[src/rtl/video_pkg.sv]
// Shared constants, types and helpers for the video pattern source.
package video_pkg;

  localparam logic [3:0] PKT_CTRL  = 4'hF;
  localparam logic [3:0] PKT_VIDEO = 4'h0;

  localparam logic [2:0] ADDR_CTRL   = 3'd0;
  localparam logic [2:0] ADDR_COLOUR = 3'd1;
  localparam logic [2:0] ADDR_BOXPOS = 3'd2;
  localparam logic [2:0] ADDR_FRAMES = 3'd3;
  localparam logic [2:0] ADDR_ID     = 3'd4;

  localparam logic [31:0] VPS_ID = 32'h1234EEE3;

  localparam logic [1:0] PAT_BARS  = 2'd0;
  localparam logic [1:0] PAT_SOLID = 2'd1;
  localparam logic [1:0] PAT_GRAD  = 2'd2;
  localparam logic [1:0] PAT_BOX   = 2'd3;

  typedef enum logic [2:0] {
    ST_IDLE,
    ST_CTRL,
    ST_VHDR,
    ST_PIX,
    ST_GAP
  } vps_state_e;

  // Per-frame configuration, frozen at frame start.
  typedef struct packed {
    logic [1:0]  pattern;
    logic [23:0] colour;
    logic [10:0] box_x;
    logic [10:0] box_y;
  } cfg_t;

  function automatic logic [23:0] bar_colour(input logic [2:0] idx);
    logic [23:0] c;
    case (idx)
      3'd0:    c = 24'hffffff;
      3'd1:    c = 24'hffff00;
      3'd2:    c = 24'h00ffff;
      3'd3:    c = 24'h00ff00;
      3'd4:    c = 24'hff00ff;
      3'd5:    c = 24'hff0000;
      3'd6:    c = 24'h0000ff;
      default: c = 24'h000000;
    endcase
    return c;
  endfunction

  // Control packet beat k; nibble 0 is the top nibble of the 16-bit width.
  function automatic logic [23:0] ctrl_beat(input logic [1:0] k, input logic [10:0] w,
                                            input logic [10:0] h);
    logic [35:0] nib;
    logic [23:0] beat;
    int          base;
    nib  = {4'h0, h[3:0], h[7:4], {1'b0, h[10:8]}, 4'h0,
            w[3:0], w[7:4], {1'b0, w[10:8]}, 4'h0};
    beat = '0;
    if (k == 2'd0) begin
      beat = {20'd0, PKT_CTRL};
    end else begin
      base = 3 * (int'(k) - 1);
      for (int s = 0; s < 3; s++) begin
        beat[8*s +: 4] = nib[4*(base+s) +: 4];
      end
    end
    return beat;
  endfunction

endpackage

[src/rtl/vps_pixel_gen.sv]
// Pixel colour from raster position and frozen frame configuration.
// Combinational, zero latency; no flow control of its own.
module vps_pixel_gen
  import video_pkg::*;
#(
  parameter logic [10:0] BOX_SIZE = 11'd32
) (
  input  logic [1:0]  pattern,
  input  logic [23:0] colour,
  input  logic [10:0] box_x,
  input  logic [10:0] box_y,
  input  logic [10:0] x,
  input  logic [10:0] y,
  input  logic [2:0]  bar,
  input  logic [7:0]  frame_lo,
  output logic [23:0] rgb
);

  logic [11:0] bx_end;
  logic [11:0] by_end;
  logic        in_box;

  always_comb begin
    // 12-bit ends so a box near the frame edge clips instead of wrapping.
    bx_end = {1'b0, box_x} + {1'b0, BOX_SIZE};
    by_end = {1'b0, box_y} + {1'b0, BOX_SIZE};
    in_box = (x >= box_x) && ({1'b0, x} < bx_end) &&
             (y >= box_y) && ({1'b0, y} < by_end);
    rgb = '0;
    case (pattern)
      PAT_BARS:  rgb = bar_colour(bar);
      PAT_SOLID: rgb = colour;
      PAT_GRAD:  rgb = {x[7:0], y[7:0], frame_lo};
      PAT_BOX:   rgb = in_box ? colour : 24'h000000;
      default:   rgb = '0;
    endcase
  end

endmodule

[src/rtl/video_pattern_source.sv]
// Avalon-ST test-pattern video source (control packet + video packet per frame) with MM config.
// Registered outputs, one beat per cycle at full rate; beats hold stable while source_ready is low.
module video_pattern_source
  import video_pkg::*;
#(
  parameter logic [10:0] IMAGE_W         = 11'd640,
  parameter logic [10:0] IMAGE_H         = 11'd480,
  parameter logic [10:0] BOX_SIZE        = 11'd32,
  parameter int          FRAME_GAP       = 16,
  parameter logic [23:0] BOX_COL_DEFAULT = 24'hff00ff
) (
  input  logic        clk,
  input  logic        reset_n,
  input  logic        s_chipselect,
  input  logic        s_read,
  input  logic        s_write,
  input  logic [2:0]  s_address,
  input  logic [31:0] s_writedata,
  output logic [31:0] s_readdata,
  output logic [23:0] source_data,
  output logic        source_valid,
  input  logic        source_ready,
  output logic        source_sop,
  output logic        source_eop
);

  localparam logic [10:0] X_LAST     = IMAGE_W - 11'd1;
  localparam logic [10:0] Y_LAST     = IMAGE_H - 11'd1;
  localparam logic [10:0] BAR_LEN_M1 = IMAGE_W / 11'd8 - 11'd1;
  localparam logic [15:0] GAP_LAST   = 16'(FRAME_GAP - 1);

  vps_state_e  state_q, state_d;
  logic [2:0]  ctrl_q, ctrl_d;
  logic [23:0] colour_q, colour_d;
  logic [10:0] box_x_q, box_x_d;
  logic [10:0] box_y_q, box_y_d;
  logic [31:0] frame_cnt_q, frame_cnt_d;
  logic [31:0] rdata_q, rdata_d;
  cfg_t        cfg_q, cfg_d;
  logic [1:0]  beat_q, beat_d;
  logic [10:0] x_q, x_d;
  logic [10:0] y_q, y_d;
  logic [2:0]  bar_q, bar_d;
  logic [10:0] bar_cnt_q, bar_cnt_d;
  logic [15:0] gap_q, gap_d;
  logic        src_vld_q, src_vld_d;
  logic [23:0] src_dat_q, src_dat_d;
  logic        src_sop_q, src_sop_d;
  logic        src_eop_q, src_eop_d;

  logic        load;
  logic        xfer;
  logic        last_pix;
  logic        frame_done;
  logic        mm_wr;
  logic        mm_rd;
  logic [23:0] pix_rgb;
  logic        unused_wdata;

  assign load     = ~src_vld_q | source_ready;
  assign xfer     = src_vld_q & source_ready;
  assign last_pix = (x_q == X_LAST) && (y_q == Y_LAST);
  // The video eop beat is always accepted while the FSM already sits in GAP.
  assign frame_done   = xfer & src_eop_q & (state_q == ST_GAP);
  assign mm_wr        = s_chipselect & s_write;
  assign mm_rd        = s_chipselect & s_read;
  assign unused_wdata = ^s_writedata[31:27];

  vps_pixel_gen #(
    .BOX_SIZE (BOX_SIZE)
  ) u_pixel_gen (
    .pattern  (cfg_q.pattern),
    .colour   (cfg_q.colour),
    .box_x    (cfg_q.box_x),
    .box_y    (cfg_q.box_y),
    .x        (x_q),
    .y        (y_q),
    .bar      (bar_q),
    .frame_lo (frame_cnt_q[7:0]),
    .rgb      (pix_rgb)
  );

  always_comb begin
    ctrl_d      = ctrl_q;
    colour_d    = colour_q;
    box_x_d     = box_x_q;
    box_y_d     = box_y_q;
    frame_cnt_d = frame_cnt_q + {31'd0, frame_done};
    rdata_d     = rdata_q;
    if (mm_wr) begin
      case (s_address)
        ADDR_CTRL:   ctrl_d = s_writedata[2:0];
        ADDR_COLOUR: colour_d = s_writedata[23:0];
        ADDR_BOXPOS: begin
          box_x_d = s_writedata[26:16];
          box_y_d = s_writedata[10:0];
        end
        default: ;
      endcase
    end
    if (mm_rd) begin
      case (s_address)
        ADDR_CTRL:   rdata_d = {29'd0, ctrl_q};
        ADDR_COLOUR: rdata_d = {8'd0, colour_q};
        ADDR_BOXPOS: rdata_d = {5'd0, box_x_q, 5'd0, box_y_q};
        ADDR_FRAMES: rdata_d = frame_cnt_q;
        ADDR_ID:     rdata_d = VPS_ID;
        default:     rdata_d = '0;
      endcase
    end
  end

  always_ff @(posedge clk or negedge reset_n) begin
    if (!reset_n) begin
      state_q <= ST_IDLE;
    end else begin
      state_q <= state_d;
    end
  end

  always_comb begin
    state_d = state_q;
    case (state_q)
      ST_IDLE: if (ctrl_q[0]) state_d = ST_CTRL;
      ST_CTRL: if (load && beat_q == 2'd3) state_d = ST_VHDR;
      ST_VHDR: if (load) state_d = ST_PIX;
      ST_PIX:  if (load && last_pix) state_d = ST_GAP;
      ST_GAP:  if (!src_vld_q && gap_q == GAP_LAST) state_d = ST_IDLE;
      default: state_d = ST_IDLE;
    endcase
  end

  // A new beat is produced only when the output register is empty or draining.
  always_comb begin
    cfg_d     = cfg_q;
    beat_d    = beat_q;
    x_d       = x_q;
    y_d       = y_q;
    bar_d     = bar_q;
    bar_cnt_d = bar_cnt_q;
    gap_d     = gap_q;
    src_vld_d = src_vld_q;
    src_dat_d = src_dat_q;
    src_sop_d = src_sop_q;
    src_eop_d = src_eop_q;
    if (load) begin
      src_vld_d = 1'b0;
      src_dat_d = '0;
      src_sop_d = 1'b0;
      src_eop_d = 1'b0;
    end
    case (state_q)
      ST_IDLE: begin
        beat_d    = '0;
        x_d       = '0;
        y_d       = '0;
        bar_d     = '0;
        bar_cnt_d = '0;
        gap_d     = '0;
        if (ctrl_q[0]) begin
          cfg_d.pattern = ctrl_q[2:1];
          cfg_d.colour  = colour_q;
          cfg_d.box_x   = box_x_q;
          cfg_d.box_y   = box_y_q;
        end
      end
      ST_CTRL: if (load) begin
        src_vld_d = 1'b1;
        src_dat_d = ctrl_beat(beat_q, IMAGE_W, IMAGE_H);
        src_sop_d = (beat_q == 2'd0);
        src_eop_d = (beat_q == 2'd3);
        beat_d    = beat_q + 2'd1;
      end
      ST_VHDR: if (load) begin
        src_vld_d = 1'b1;
        src_dat_d = {20'd0, PKT_VIDEO};
        src_sop_d = 1'b1;
      end
      ST_PIX: if (load) begin
        src_vld_d = 1'b1;
        src_dat_d = pix_rgb;
        src_eop_d = last_pix;
        if (x_q == X_LAST) begin
          x_d       = '0;
          y_d       = y_q + 11'd1;
          bar_d     = '0;
          bar_cnt_d = '0;
        end else begin
          x_d = x_q + 11'd1;
          if (bar_cnt_q == BAR_LEN_M1) begin
            bar_cnt_d = '0;
            bar_d     = bar_q + 3'd1;
          end else begin
            bar_cnt_d = bar_cnt_q + 11'd1;
          end
        end
      end
      ST_GAP: if (!src_vld_q) gap_d = gap_q + 16'd1;
      default: ;
    endcase
  end

  always_ff @(posedge clk or negedge reset_n) begin
    if (!reset_n) begin
      ctrl_q      <= '0;
      colour_q    <= BOX_COL_DEFAULT;
      box_x_q     <= '0;
      box_y_q     <= '0;
      frame_cnt_q <= '0;
      rdata_q     <= '0;
      cfg_q       <= '0;
      beat_q      <= '0;
      x_q         <= '0;
      y_q         <= '0;
      bar_q       <= '0;
      bar_cnt_q   <= '0;
      gap_q       <= '0;
      src_vld_q   <= 1'b0;
      src_dat_q   <= '0;
      src_sop_q   <= 1'b0;
      src_eop_q   <= 1'b0;
    end else begin
      ctrl_q      <= ctrl_d;
      colour_q    <= colour_d;
      box_x_q     <= box_x_d;
      box_y_q     <= box_y_d;
      frame_cnt_q <= frame_cnt_d;
      rdata_q     <= rdata_d;
      cfg_q       <= cfg_d;
      beat_q      <= beat_d;
      x_q         <= x_d;
      y_q         <= y_d;
      bar_q       <= bar_d;
      bar_cnt_q   <= bar_cnt_d;
      gap_q       <= gap_d;
      src_vld_q   <= src_vld_d;
      src_dat_q   <= src_dat_d;
      src_sop_q   <= src_sop_d;
      src_eop_q   <= src_eop_d;
    end
  end

  assign s_readdata   = rdata_q;
  assign source_data  = src_dat_q;
  assign source_valid = src_vld_q;
  assign source_sop   = src_sop_q;
  assign source_eop   = src_eop_q;

endmodule

[config.mk]
export PLATFORM = sky130hd
export DESIGN_NAME = video_pattern_source
export DESIGN_NICKNAME = d
export VERILOG_FILES = /design/src/rtl/video_pkg.sv /design/src/rtl/vps_pixel_gen.sv /design/src/rtl/video_pattern_source.sv
export SDC_FILE = /design/constraint.sdc
export NUM_CORES = 1
export LEC_CHECK = 0
export ABC_CLOCK_PERIOD_IN_PS = 3500
export BUFFER_PORTS_ARGS = -buffer_cell sky130_fd_sc_hd__buf_2
export CAP_MARGIN = 10
export CORE_ASPECT_RATIO = 1.2
export CORE_MARGIN = 2
export CORE_UTILIZATION = 25
export CTS_CLUSTER_DIAMETER = 60
export CTS_CLUSTER_SIZE = 40
export DETAILED_ROUTE_END_ITERATION = 6
export GPL_TIMING_DRIVEN = 1
export REMOVE_ABC_BUFFERS = 1
export SLEW_MARGIN = 20
export SYNTH_ARGS = -nofsm -noshare
export SYNTH_HDL_FRONTEND = slang
export SYNTH_SLANG_ARGS = --single-unit
export TNS_END_PERCENT = 10
[constraint.sdc]
create_clock -name clk -period 3.5 [get_ports clk]
set_input_delay 0 -clock clk [delete_from_list [all_inputs] [get_ports clk]]
set_output_delay 0 -clock clk [all_outputs]
set_load 0.005 [all_outputs]
Yosys cells after proc, flatten, opt, wreduce, memory -nomap -nowiden:

Cells that the tools add are included.

* add/subtract/negate cells: 12
* multipliers: 1
* magnitude comparators: 4
* equality and inequality tests: 32
* shift-type cells: 3
* mux-type cells: 47
* bitwise operators: 7
* reductions and logical operators: 27

Operators with widths (count)
* 24-bit one-hot mux with 7 select lines: 1
* 32-bit one-hot mux with 5 select lines: 1
* 24-bit two-way mux: 5
* 24-bit one-hot mux with 4 select lines: 1
* 11-bit two-way mux: 7
* 24-bit one-hot mux with 3 select lines: 1
* 36-bit by 9-bit indexed part select with 4-bit output (first input constant): 2
* 11-bit one-hot mux with 2 select lines: 3
* 36-bit by 8-bit indexed part select with 4-bit output (first input constant): 1
* 11-bit by 1-bit adder with 11-bit output (second input constant): 3
* 32-bit by 1-bit adder with 32-bit output: 1
* 16-bit one-hot mux with 2 select lines: 1
* 11-bit by 6-bit adder with 12-bit output (second input constant): 2
* 11-bit by 12-bit < comparator with 1-bit output: 2
* 3-bit two-way mux: 8
* 11-bit >= comparator: 2
* 3-bit by 2-bit == test with 1-bit output (second input constant): 6
* 16-bit by 1-bit adder with 16-bit output (second input constant): 1
* 16-bit by 4-bit == test with 1-bit output (second input constant): 1
* 16-bit two-way mux: 1
* 2-bit != test (second input constant): 8
* 3-bit == test (second input constant): 5
* 3-bit one-hot mux with 5 select lines: 1
* 2-bit AND reduction: 7
* 31 further kinds: 62

* register bits: 245
* bits of input ports: 41
* word-level logic and storage cells: 154

Depth between registers and ports, before layout:

Gate-level depths: netlist of the first run.

* word-level depth: 9
* gate-level depth with buffers: 12
* gate-level depth less buffers: 11

By module:

A second synthesis of the first run with hierarchy kept.

* cells, all modules: 1165
* area, all modules: 12429.4 um^2

By module, submodules not included
* video_pattern_source: times used 1, cells an instance 967, area an instance 11028.1 um^2
* vps_pixel_gen: times used 1, cells an instance 198, area an instance 1401.3 um^2

Least setup slack after synthesis of the first run:

OpenSTA, ideal clock, no wires.

* kind: register to register
* from: reg state_q[2]
* to: reg frame_cnt_q[28]
* arrival: 2480 ps
* setup slack: 941 ps
* cell stages (with the launch flop): 13
* buffers on the path: 2
* cells stage by stage: dfrtp_1 > buf_2 > clkbuf_1 > nand2_1 > nor2_1 > ha_1 > ha_1 > nand3_1 > nor4_2 > and4_1 > nand2b_2 > nor3_2 > xor2_1

* word-level cells in the longest chain between the ends: 3

Ends and longest elaborated chain
* from (decl): RTL line video_pattern_source.sv:32 `vps_state_e state_q, state_d;`
* from (signal assigned): RTL line video_pattern_source.sv:117 `state_q <= state_d;`
* 3-bit == test: RTL line video_pattern_source.sv:64 `assign frame_done = xfer & src_eop_q & (state_q == ST_GAP);`
* 1-bit AND: RTL line video_pattern_source.sv:64
* 32-bit by 1-bit adder with 32-bit output: RTL line video_pattern_source.sv:88 `frame_cnt_d = frame_cnt_q + {31'd0, frame_done};`
* named net frame_cnt_d[28]: RTL line video_pattern_source.sv:37 `logic [31:0] frame_cnt_q, frame_cnt_d;`
* to (signal assigned): RTL line video_pattern_source.sv:227 `frame_cnt_q <= frame_cnt_d;`
* to (decl): RTL line video_pattern_source.sv:37

The timed path passes the listed nets, and every way through them passes these cells.
A chain may end at the register's enable or synchronous reset.

Worst setup path after layout of the first run:

* from: reg state_q[0]
* to: reg frame_cnt_q[28]

Same word-level chain as after synthesis.

==> results.py, run 1 <==
metrics = {
    "run_status": {
        "outcome": "finished clean",
    },
    "global_routing": {
        "grt.total_usage_pct": 13.4,
        "global_route_wire_length_before_repair_um": 56400,
        "grt_max_degree": 108,
        "grt_antenna_before_repair": 0,
        "grt_pass1_vias": 10009,
        "grt_overflow_total": 0,
    },
    "synth": {
        "ys_warns": 0,
        "sequential_share_of_the_synthesized_area_pct": 48.2,
        "syn-instance-count": 1247,
        "synth_area_per_cell_um2": 10.2,
        "ys_types": 69,
        "postSynth.asyncResetShare_pct": 100,
        "synth-edff-count": 0,
        "syn-cell-area_mm2": 0.0128,
        "most_used_flip_flop_cell_after_synthesis": "dfrtp_1",
        "ys_seq_elements": 245,
    },
    "critical_path": {
        "slowest_delay_ns": 0.47,
        "cp_data_arrival_time_ns": 3.39,
        "worst_path_bufs_invs": 1,
        "critical-path-top-delay-family": "simple AND/OR/NAND/NOR gates",
        "crit_path_top_delay_cell": "dfrtp_1",
        "maximum_fanout_encountered_on_the_critical_timing_path": 8,
        "critical_path_start_end_classification": "reg2reg",
        "cp_cell_sequence": "nor2_1 > nand2_1 > nor2_1 > ha_1 > ha_1 > nand3_1 > nor4_2 > buf_4 > and4_1 > nand2b_2 > nor3_2 > xor2_1",
        "worst_setup_path_start_kind": "flop",
        "setup.worst_path.end_class": "flop",
        "worstPathRequired_ns": 3.94,
    },
    "placement": {
        "place_hpwl_um": 26000,
        "dp_slack_ns": 0.559,
        "dpl.cell_count": 1948,
        "buffer_ports.inserted": 94,
        "gp_congestion": 0.858,
        "cell_area_placed_mm2": 0.0140,
    },
    "timing": {
        "final_min_period_over_clock_period_pct": 84.5,
        "maxClockFrequency_mhz": 338,
        "hold_ws_ns": 0.102,
        "final-max-slew-violation-count": 0,
        "max_slew_margin_pct": 34.7,
        "rsz0062_at_grt": "false",
        "setup_ws_ns": 0.542,
        "finalSetupViolations": 0,
        "layout_min_cycle_time_ns": 2.96,
        "worst-slew-pin-transition_ns": 0.977,
        "final.setup.tns_ns": 0,
        "skew_ns": 0.0429,
        "report.final.hold_viol_count": 0,
    },
    "die": {
        "initial_core_util_pct": 25.4,
        "die_h_um": 252,
        "io_pins": 100,
        "die_w_um": 210,
        "design.die.area_mm2": 0.0529,
        "design.core.area_mm2": 0.0503,
        "rows": 90,
    },
    "detailed_routing": {
        "via_count": 9837,
        "first_iter_violations": 554,
        "drt-total-wl_um": 35800,
        "detail_route.vias_per_cell": 4.89,
        "drt_pre_antenna_iters": 5,
        "detail_route.drc_violations": 0,
        "routed_wire_length_per_instance_um": 17.8,
        "ant_nets": 0,
    },
    "cts": {
        "cts_setup_buffers": 0,
        "cts-buffers-inserted": 18,
        "cts_sinks": 245,
        "worst_setup_hold_path_clk_slew_ns": 0.11,
        "clock_tree.buffer_depth": 3,
        "postCtsHoldBufs": 31,
        "cts-htree-levels": 1,
        "cts_repair_resized_insts": 0,
        "clock-root-buffer": "clkbuf_16",
        "insertion_delay_ns": 0.55,
        "tritoncts": "yes",
    },
    "job": {
        "timing.max_cap.violations": 0,
    },
    "final_layout": {
        "nFillCells": 5138,
        "layout_overhead_on_the_synthesized_area_pct": 17.9,
        "layout-drive-gt1-share_pct": 21.6,
        "finalNonFillerCells": 2011,
        "insertedDiodeCount": 0,
        "nets": 1449,
        "final_design_area_no_fill_mm2": 0.0151,
    },
    "power": {
        "p_leak_uw": 0.00664,
        "vdd.ir_drop.worst_mv": 0.325,
        "pwr_density_cell_mw_per_mm2": 645,
    },
    "min_path": {
        "hold_class": "in2async",
    },
}
==> cell usage in the layout, fill, tap and decap left out, types with 12 or more instances in the layout <==
| cell type | count |
|---|---|
| clkbuf_16 | 19 |
| xnor2_1 | 35 |
| a32oi_1 | 12 |
| nand3_1 | 62 |
| dfstp_2 | 16 |
| buf_4 | 26 |
| nor2_1 | 65 |
| dlygate4sd3_1 | 31 |
| xor2_1 | 30 |
| a22oi_1 | 18 |
| ha_1 | 53 |
| mux2_2 | 93 |
| nand2_1 | 122 |
| and3_1 | 15 |
| nand2b_1 | 18 |
| nand4_1 | 16 |
| a22o_1 | 18 |
| inv_1 | 55 |
| a21oi_1 | 48 |
| o21ai_0 | 122 |
| buf_2 | 93 |
| dfrtp_1 | 229 |
==> kinds of logic after synthesis <==
logic type               share of synthesized area (%)
adder cells (fa/ha/maj)                           5.19
buffers and inverters                             3.87
flip-flops                                        48.2
AND/OR/NAND/NOR                                   15.2
AO/OA/AOI/OAI                                     14.2
XOR/XNOR                                          4.46
multiplexers                                      8.92
==> power by group <==
part | total (uW) | internal [uW] | switching, uW
registers | 4110 | 3510 | 600
clock network | 2460 | 1140 | 1320
logic | 3150 | 1290 | 1850
==> cells in the mapped netlist (16+ instances only) <==
library cell / number / area [um2]
a21oi_1: 48 / 240
a22oi_1: 18 / 135
dfrtp_1: 229 / 5730
ha_1: 53 / 663
nand4_1: 16 / 100
inv_1: 55 / 206
nand2b_1: 18 / 113
a22o_1: 18 / 158
nand3_1: 62 / 310
buf_2: 20 / 100
xor2_1: 30 / 263
nor2_1: 66 / 248
mux2_2: 93 / 1050
dfstp_2: 16 / 420
xnor2_1: 35 / 307
nand2_1: 122 / 458
clkbuf_1: 34 / 128
o21ai_0: 122 / 611
==> layer usage <==
metal / vias up / part of all wire (%) / global-route usage, %
met5: - / 0 / 0
li1: 4649 / - / -
met4: 0 / 2.8 / 4.60
met3: 52 / 3.4 / 1.64
met1: 4947 / 42 / 16.3
met2: 189 / 51 / 24.4
==> through the flow <==
stage | utilization (%) | power, uW
3_5_place_dp | 27.9 | 7300
3_3_place_gp | 27.9 | 7180
4_1_cts | 29.9 | 9800
5_1_grt | 29.9 | 10400
2_1_floorplan | - | 5970
6_report | 29.9 | 9710
==> path summary, 6_finish.rpt <==
path / endpoint / slack [ns] / start / cells after the start
max reg2reg: frame_cnt_q[28] / 0.54 / state_q[0] / 12
max: frame_cnt_q[28] / 0.54 / state_q[0] / 12
min in group clk: s_readdata[2] / 0.12 / s_address[2] / 3
min: s_readdata[28] / 0.10 / reset_n / 2
min reg2reg: source_sop / 0.48 / source_sop / 2
max in group asynchronous: colour_q[0] / 2.37 / reset_n / 3
==> cell type report <==
type / count / area (um2) / area share [%]
flip-flops and latches: 245 / 6150 / 40.9
multi-input cells: 881 / 6140 / 40.8
repair buffers: 153 / 1030 / 6.82
well taps: 644 / 806 / 5.35
clock buffers: 19 / 475 / 3.16
clock inverters: 13 / 244 / 1.62
inverters: 56 / 210 / 1.40
==> registers in the layout, indices dropped and copies added (netlist names), 11 cells and up, named ones only <==
name / cells
cfg_q: 48
source_data: 24
frame_cnt_q: 32
y_q: 11
box_x_q: 11
box_y_q: 11
bar_cnt_q: 11
gap_q: 16
s_readdata: 32
colour_q: 24
x_q: 11
Power figures use the tool's default switching activity.
==> run 2: changes to the inputs <==
--- a/config.mk
+++ b/config.mk
@@ -5,7 +5,7 @@
 export SDC_FILE = /design/constraint.sdc
 export NUM_CORES = 1
 export LEC_CHECK = 0
-export ABC_CLOCK_PERIOD_IN_PS = 3500
+export ABC_CLOCK_PERIOD_IN_PS = 3090
 export BUFFER_PORTS_ARGS = -buffer_cell sky130_fd_sc_hd__buf_2
 export CAP_MARGIN = 10
 export CORE_ASPECT_RATIO = 1.2
==> constraint.sdc (replaced) <==
create_clock -name clk -period 3.09 [get_ports clk]
set_input_delay 0 -clock clk [delete_from_list [all_inputs] [get_ports clk]]
set_output_delay 0 -clock clk [all_outputs]
set_load 0.005 [all_outputs]
==> run 2 against run 1 <==
Net effect: worst hold slack lost 0.088 ns; clock skew is 0.0079 ns lower; clock power about the same; wire length increased by 0.28%; cell count is 0.20% higher; utilization shrank 0.17 points; setup slack got worse by 0.39 ns; sequential power up 13%; design area fell by 0.57%; via count is 0.77% higher; sequential cell count did not move; fmax increased by 0.66%; critical path type unchanged; largest cell class unchanged.
==> results.py, run 2 (synthesis results as in run 1) <==
metrics = {
    "power": {
        "p_sw_share_pct": 38.5,
        "netSwitchingPower_uw": 4110,
        "vdd.ir_drop.worst_mv": 0.425,
        "power.internal_uw": 6570,
        "p_leak_uw": 0.00663,
        "power.combinational.fraction_pct": 33.7,
        "power.share.sequential_pct": 43.5,
        "pwr_density_cell_mw_per_mm2": 713,
        "pwr-share-clk_pct": 22.8,
        "report.power.total_uw": 10700,
    },
    "die": {
        "design.die.area_mm2": 0.0529,
        "initial_core_util_pct": 25.4,
        "io_pins": 100,
        "design.core.area_mm2": 0.0503,
        "rows": 90,
        "die_w_um": 210,
        "die_h_um": 252,
    },
    "timing": {
        "skew_ns": 0.0349,
        "maxClockFrequency_mhz": 340,
        "rsz0062_at_grt": "false",
        "max_slew_margin_pct": 25.8,
        "report.final.hold_viol_count": 0,
        "final-max-slew-violation-count": 0,
        "finalSetupViolations": 0,
        "final_min_period_over_clock_period_pct": 95.1,
        "hold_ws_ns": 0.0140,
        "layout_min_cycle_time_ns": 2.94,
        "worst-slew-pin-transition_ns": 1.09,
    },
    "min_path": {
        "hold_class": "in2async",
    },
    "cts": {
        "insertion_delay_ns": 0.53,
        "clock-root-buffer": "clkbuf_16",
        "cts_repair_resized_insts": 0,
        "cts_setup_buffers": 0,
        "cts-htree-levels": 1,
        "tritoncts": "yes",
        "clock_tree.buffer_depth": 3,
        "worst_setup_hold_path_clk_slew_ns": 0.11,
        "cts-buffers-inserted": 17,
        "cts_sinks": 245,
        "postCtsHoldBufs": 31,
    },
    "global_routing": {
        "global_route_wire_length_before_repair_um": 56800,
        "grt_antenna_before_repair": 0,
        "grt_overflow_total": 0,
        "grt_max_degree": 78,
        "grt.total_usage_pct": 13.5,
        "grt_pass1_vias": 9850,
    },
    "critical_path": {
        "cp_data_arrival_time_ns": 3.36,
        "reg2regPathDepth": 9,
        "worst_setup_path_start_kind": "flop",
        "setup.worst_path.end_class": "flop",
        "timing.reg2reg.setup_slack_ns": 0.15,
        "critical_path_start_end_classification": "reg2reg",
        "worstPathRequired_ns": 3.51,
        "maximum_fanout_encountered_on_the_critical_timing_path": 24,
    },
    "detailed_routing": {
        "ant_nets": 0,
        "detail_route.drc_violations": 0,
        "detail_route.vias_per_cell": 4.92,
        "drt_pre_antenna_iters": 5,
        "via_count": 9913,
        "routed_wire_length_per_instance_um": 17.8,
        "first_iter_violations": 775,
        "drt-total-wl_um": 35900,
    },
    "final_layout": {
        "layout.cells.most_common": "dfrtp_1",
        "layout_overhead_on_the_synthesized_area_pct": 17.2,
        "nets": 1454,
        "layout.cells.most_common_list": "dfrtp_1, nand2_1, o21ai_0",
        "insertedDiodeCount": 0,
        "largest_register_ff_count": 48,
        "nFillCells": 5149,
        "top_register": "cfg_q",
        "layout-drive-gt1-share_pct": 21.7,
    },
    "placement": {
        "place_hpwl_um": 26300,
        "gp_congestion": 0.825,
        "buffer_ports.inserted": 94,
    },
    "job": {
        "timing.max_cap.violations": 0,
    },
    "run_status": {
        "outcome": "finished clean",
    },
}
## run 2: cell types whose count changed in the layout (fill, tap and decap cells not counted), sizes merged
cell	change
clkinvlp	-1
clkinv	-2
buf	+6
inv	+3
clkbuf	-2
## run 2: cell type report
class                           count  area, um2  share of cell area, %
Inverter                           56        210                   1.40
Clock buffer                       17        425                   2.84
Multi-Input combinational cell    881       6140                   41.0
Tap cell                          644        806                   5.38
Timing Repair Buffer              159       1100                   7.32
Sequential cell                   245       6150                   41.1
Clock inverter                     13        140                  0.936
## run 2: worst max-delay path, cell delays in order, from the launching register on
cell and delay [ns]:
dfrtp_1 0.43, ha_1 0.26, xnor2_1 0.18, ha_1 0.27
nand2_1 0.08, nor2_1 0.05, a2111oi_0 0.91, o211ai_1 0.14
buf_4 0.28, o21ai_0 0.22
## run 2: layer usage
metal  vias up  GRT usage, %  wire length (um)
li1       4684             -                 -
met1      4964          16.5             15200
met2       208          24.4             18400
met3        57          1.59              1220
met4         0          4.80              1100
met5         -             0                 0
## run 2: power by group through the flow
| stage | registers (uW) | logic [uW] | clock network, uW |
|---|---|---|---|
| after CTS | 4650 | 3620 | 2490 |
| after global placement | 4680 | 3490 | 0 |
| final | 4650 | 3600 | 2430 |
| after floorplan | 4550 | 2210 | 0 |
| after global routing | 4750 | 4020 | 2600 |
| after detailed placement | 4710 | 3570 | 0 |
## run 2: path summary, 6_finish.rpt
path                                from              end
max                            cfg_q[16]   source_data[8]
min                              reset_n  frame_cnt_q[29]
max reg2reg                    cfg_q[16]   source_data[8]
min reg2reg                bar_cnt_q[10]    bar_cnt_q[10]
max in group asynchronous        reset_n      colour_q[4]
min in group clk            s_address[1]   s_readdata[16]
## run 2: stage by stage
| stage | cell area [um2] | worst slack (ns) | setup TNS [ns] | util (%) | cells |
|---|---|---|---|---|---|
| 2_1_floorplan | 12500 | -0.260 | -7.90 | - | 1182 |
| 3_3_place_gp | 14100 | 0.240 | 0 | 28.0 | 1954 |
| 3_5_place_dp | 14100 | 0.177 | 0 | 28.0 | 1954 |
| 4_1_cts | 15000 | 0.130 | 0 | 29.7 | 2015 |
| 5_1_grt | 15000 | 0.0127 | 0 | 29.7 | 2015 |
| 6_report | 15000 | 0.152 | 0 | 29.7 | 2015 |
==> run 3: changes to the inputs <==
--- a/config.mk
+++ b/config.mk
@@ -5,16 +5,18 @@
 export SDC_FILE = /design/constraint.sdc
 export NUM_CORES = 1
 export LEC_CHECK = 0
+export ABC_AREA = 1
 export ABC_CLOCK_PERIOD_IN_PS = 3090
 export BUFFER_PORTS_ARGS = -buffer_cell sky130_fd_sc_hd__buf_2
 export CAP_MARGIN = 10
 export CORE_ASPECT_RATIO = 1.2
 export CORE_MARGIN = 2
-export CORE_UTILIZATION = 25
+export CORE_UTILIZATION = 36
 export CTS_CLUSTER_DIAMETER = 60
 export CTS_CLUSTER_SIZE = 40
 export DETAILED_ROUTE_END_ITERATION = 6
 export GPL_TIMING_DRIVEN = 1
+export PLACE_DENSITY_LB_ADDON = 0.12
 export REMOVE_ABC_BUFFERS = 1
 export SLEW_MARGIN = 20
 export SYNTH_ARGS = -nofsm -noshare
==> run 3 against run 2 <==
Net effect: non-clock buffer count shrank 7; clock skew rose by 0.013 ns; largest cell class unchanged; die area fell by 29%; sequential share of layout area shrank 1.0 points; via count up 8.1%; fmax rose by 2.2%; sequential cell count stayed put; clock power is 39% higher; power increased by 12%; design area is 2.6% higher; critical path depth up 7; critical endpoint is now frame_cnt_q[28].
==> results.py, run 3 <==
metrics = {
    "timing": {
        "rsz0062_at_grt": "false",
        "maxClockFrequency_mhz": 348,
        "skew_ns": 0.0477,
        "final_min_period_over_clock_period_pct": 93.1,
        "report.final.hold_viol_count": 0,
        "final-max-slew-violation-count": 0,
        "max_slew_margin_pct": 41.8,
        "worst-slew-pin-transition_ns": 0.873,
        "finalSetupViolations": 0,
        "final.setup.tns_ns": 0,
        "layout_min_cycle_time_ns": 2.88,
    },
    "cts": {
        "worst_setup_hold_path_clk_slew_ns": 0.08,
        "cts-buffers-inserted": 24,
        "insertion_delay_ns": 0.58,
        "clock-root-buffer": "clkbuf_16",
        "tritoncts": "yes",
        "cts-htree-levels": 1,
        "cts_setup_buffers": 0,
        "clock_tree.buffer_depth": 3,
        "cts_sinks": 245,
    },
    "die": {
        "design.core.area_mm2": 0.0358,
        "initial_core_util_pct": 36.4,
        "rows": 76,
        "die_w_um": 178,
        "die_h_um": 212,
        "io_pins": 100,
        "design.die.area_mm2": 0.0377,
    },
    "final_layout": {
        "final_design_area_no_fill_mm2": 0.0153,
        "layout_overhead_on_the_synthesized_area_pct": 18.0,
        "layout.cells.most_common": "nand2_1",
        "nets": 1781,
        "top_register": "cfg_q",
        "largest_register_ff_count": 48,
        "insertedDiodeCount": 0,
        "nFillCells": 3649,
        "layout.cells.most_common_list": "nand2_1, dfrtp_1, inv_1",
        "layout-drive-gt1-share_pct": 14.5,
    },
    "critical_path": {
        "critical_path_start_end_classification": "reg2reg",
        "maximum_fanout_encountered_on_the_critical_timing_path": 4,
        "timing.reg2reg.setup_slack_ns": 0.21,
        "cp_data_arrival_time_ns": 3.34,
        "rr_endpoint": "frame_cnt_q[28]",
        "worstPathRequired_ns": 3.55,
        "reg2regPathDepth": 16,
        "setup.worst_path.end_class": "flop",
        "launching_point_of_the_worst_reg2reg_path": "state_q[1]",
        "worst_setup_path_start_kind": "flop",
    },
    "job": {
        "timing.max_cap.violations": 0,
    },
    "global_routing": {
        "grt.total_usage_pct": 19.3,
        "grt_overflow_total": 0,
        "global_route_wire_length_before_repair_um": 57500,
        "grt_antenna_before_repair": 0,
        "grt_max_degree": 107,
        "grt_pass1_vias": 10636,
    },
    "detailed_routing": {
        "ant_nets": 0,
        "detail_route.vias_per_cell": 4.93,
        "drt-total-wl_um": 35700,
        "detail_route.drc_violations": 0,
        "routed_wire_length_per_instance_um": 16.4,
        "drt_pre_antenna_iters": 4,
        "first_iter_violations": 557,
        "via_count": 10717,
    },
    "synth": {
        "most_used_flip_flop_cell_after_synthesis": "dfrtp_1",
        "syn-cell-area_mm2": 0.0130,
        "synth-edff-count": 0,
        "ys_types": 61,
        "synth_simple_gate_area_share_pct": 22.5,
        "fraction_of_the_mapped_netlist_area_in_adder_cells_pct": 5.10,
        "synth_compound_gate_area_share_pct": 14.0,
        "ys_seq_elements": 245,
        "post_synth_mux_area_share_pct": 1.03,
        "sequential_share_of_the_synthesized_area_pct": 47.3,
        "yosys.area.top_type": "dfrtp_1",
        "yosys.cell_count.top_type": "nand2_1",
        "syn-instance-count": 1557,
        "commonest_cells_in_the_synthesized_netlist": "nand2_1, dfrtp_1, inv_1",
        "synth_area_per_cell_um2": 8.36,
        "largest_family_of_logic_cells_by_synthesized_area": "simple AND/OR/NAND/NOR gates",
        "yosys.area_share.xor_xnor_pct": 3.03,
        "synth_top_area_share_pct": 44.0,
        "postSynth.asyncResetShare_pct": 100,
        "netlist_top_cells_area": "dfrtp_1, nand2_1, o21ai_0",
        "ys_warns": 0,
    },
    "placement": {
        "place_hpwl_um": 26100,
        "buffer_ports.inserted": 94,
        "gp_congestion": 0.863,
        "cell_area_placed_mm2": 0.0141,
    },
    "power": {
        "pwr_density_cell_mw_per_mm2": 782,
        "p_leak_uw": 0.00742,
        "vdd.ir_drop.worst_mv": 0.478,
    },
    "min_path": {
        "hold_class": "in2async",
    },
    "run_status": {
        "outcome": "finished clean",
    },
}
==> run 3: cell types whose count changed in the layout (fill, tap and decap cells not counted), sizes merged, moves of 13 or more <==
cell / before / now
a21oi: 50 / 71
a221oi: 9 / 22
a22o: 18 / 1
inv: 64 / 198
mux2: 93 / 11
nand2: 122 / 382
nand2b: 19 / 0
nor2: 68 / 124
o21ai: 127 / 165
xnor2: 35 / 8
==> run 3: cell families (layout without fill, tap and decap cells) <==
kind of cell,count (synthesis),after routing
adder cells (fa/ha/maj),53,53
AO/OA/AOI/OAI,314,314
flip-flops,245,245
XOR/XNOR,45,45
multiplexers,12,12
AND/OR/NAND/NOR,649,649
buffers and inverters,239,387
==> run 3: final cells by class <==
type | count | area, um2 | share of cell area, %
Tap cell | 468 | 586 | 3.81
Multi-Input combinational cell | 1073 | 5940 | 38.7
Sequential cell | 245 | 6150 | 40.1
Timing Repair Buffer | 152 | 1030 | 6.70
Clock inverter | 16 | 277 | 1.80
Clock buffer | 28 | 646 | 4.21
Inverter | 191 | 719 | 4.69
==> run 3: metrics by stage <==
stage / setup WS (ns) / utilization (%) / instances / hold slack (ns) / power [uW]
6_report: 0.214 / 42.9 / 2173 / 0.0899 / 12000
5_1_grt: 0.0426 / 42.9 / 2173 / 0.174 / 12900
4_1_cts: 0.237 / 42.9 / 2173 / 0.126 / 12200
3_5_place_dp: 0.223 / 39.4 / 2094 / 0.145 / 8680
3_3_place_gp: 0.260 / 39.4 / 2094 / 0.151 / 8620
2_1_floorplan: 0.489 / - / 1509 / -0.296 / 7120
==> run 3: worst max-delay path by stage <==
stage,cells past startpoint,slack (ns),start,endpoint
floorplan,10,0.49,flop,bar_cnt_q[7]
global placement,16,0.26,state_q[1],frame_cnt_q[28]
detailed placement,16,0.22,state_q[1],frame_cnt_q[28]
CTS,16,0.24,state_q[1],frame_cnt_q[28]
global route,16,0.04,state_q[1],frame_cnt_q[28]
finish,16,0.21,state_q[1],frame_cnt_q[28]
==> run 3: timing repair <==
item                                   4_1_cts  5_1_grt
endpoints found under the hold margin      161        0
resized for setup                            0        0
hold buffers                                35        0
==> run 3: report_power, final <==
part	switching (uW)	internal (uW)	leakage, uW
clock network	1630	1740	0.000446
logic	2560	1420	0.00382
registers	695	3950	0.00316
==> run 3: layer usage <==
| layer | global-route usage (%) | up-vias | part of all wire [%] |
|---|---|---|---|
| li1 | - | 5416 | - |
| met1 | 25.9 | 5095 | 46 |
| met2 | 32.7 | 158 | 48 |
| met3 | 2.27 | 48 | 3.3 |
| met4 | 5.57 | 0 | 2.3 |
| met5 | 0 | - | 0 |
==> run 3: worst max-delay path, stage by stage (launching register included) <==
cell	delay, ns
dfrtp_1	0.46
nor2_2	0.18
nand2_1	0.11
nor2_1	0.28
ha_1	0.24
ha_1	0.20
nand3_2	0.13
nor2_4	0.15
nand2_2	0.07
nor2_2	0.15
nand2_2	0.10
nor2_4	0.17
nand2_4	0.09
nor4_4	0.25
nand2_1	0.09
nand2_1	0.07
nand2_1	0.04
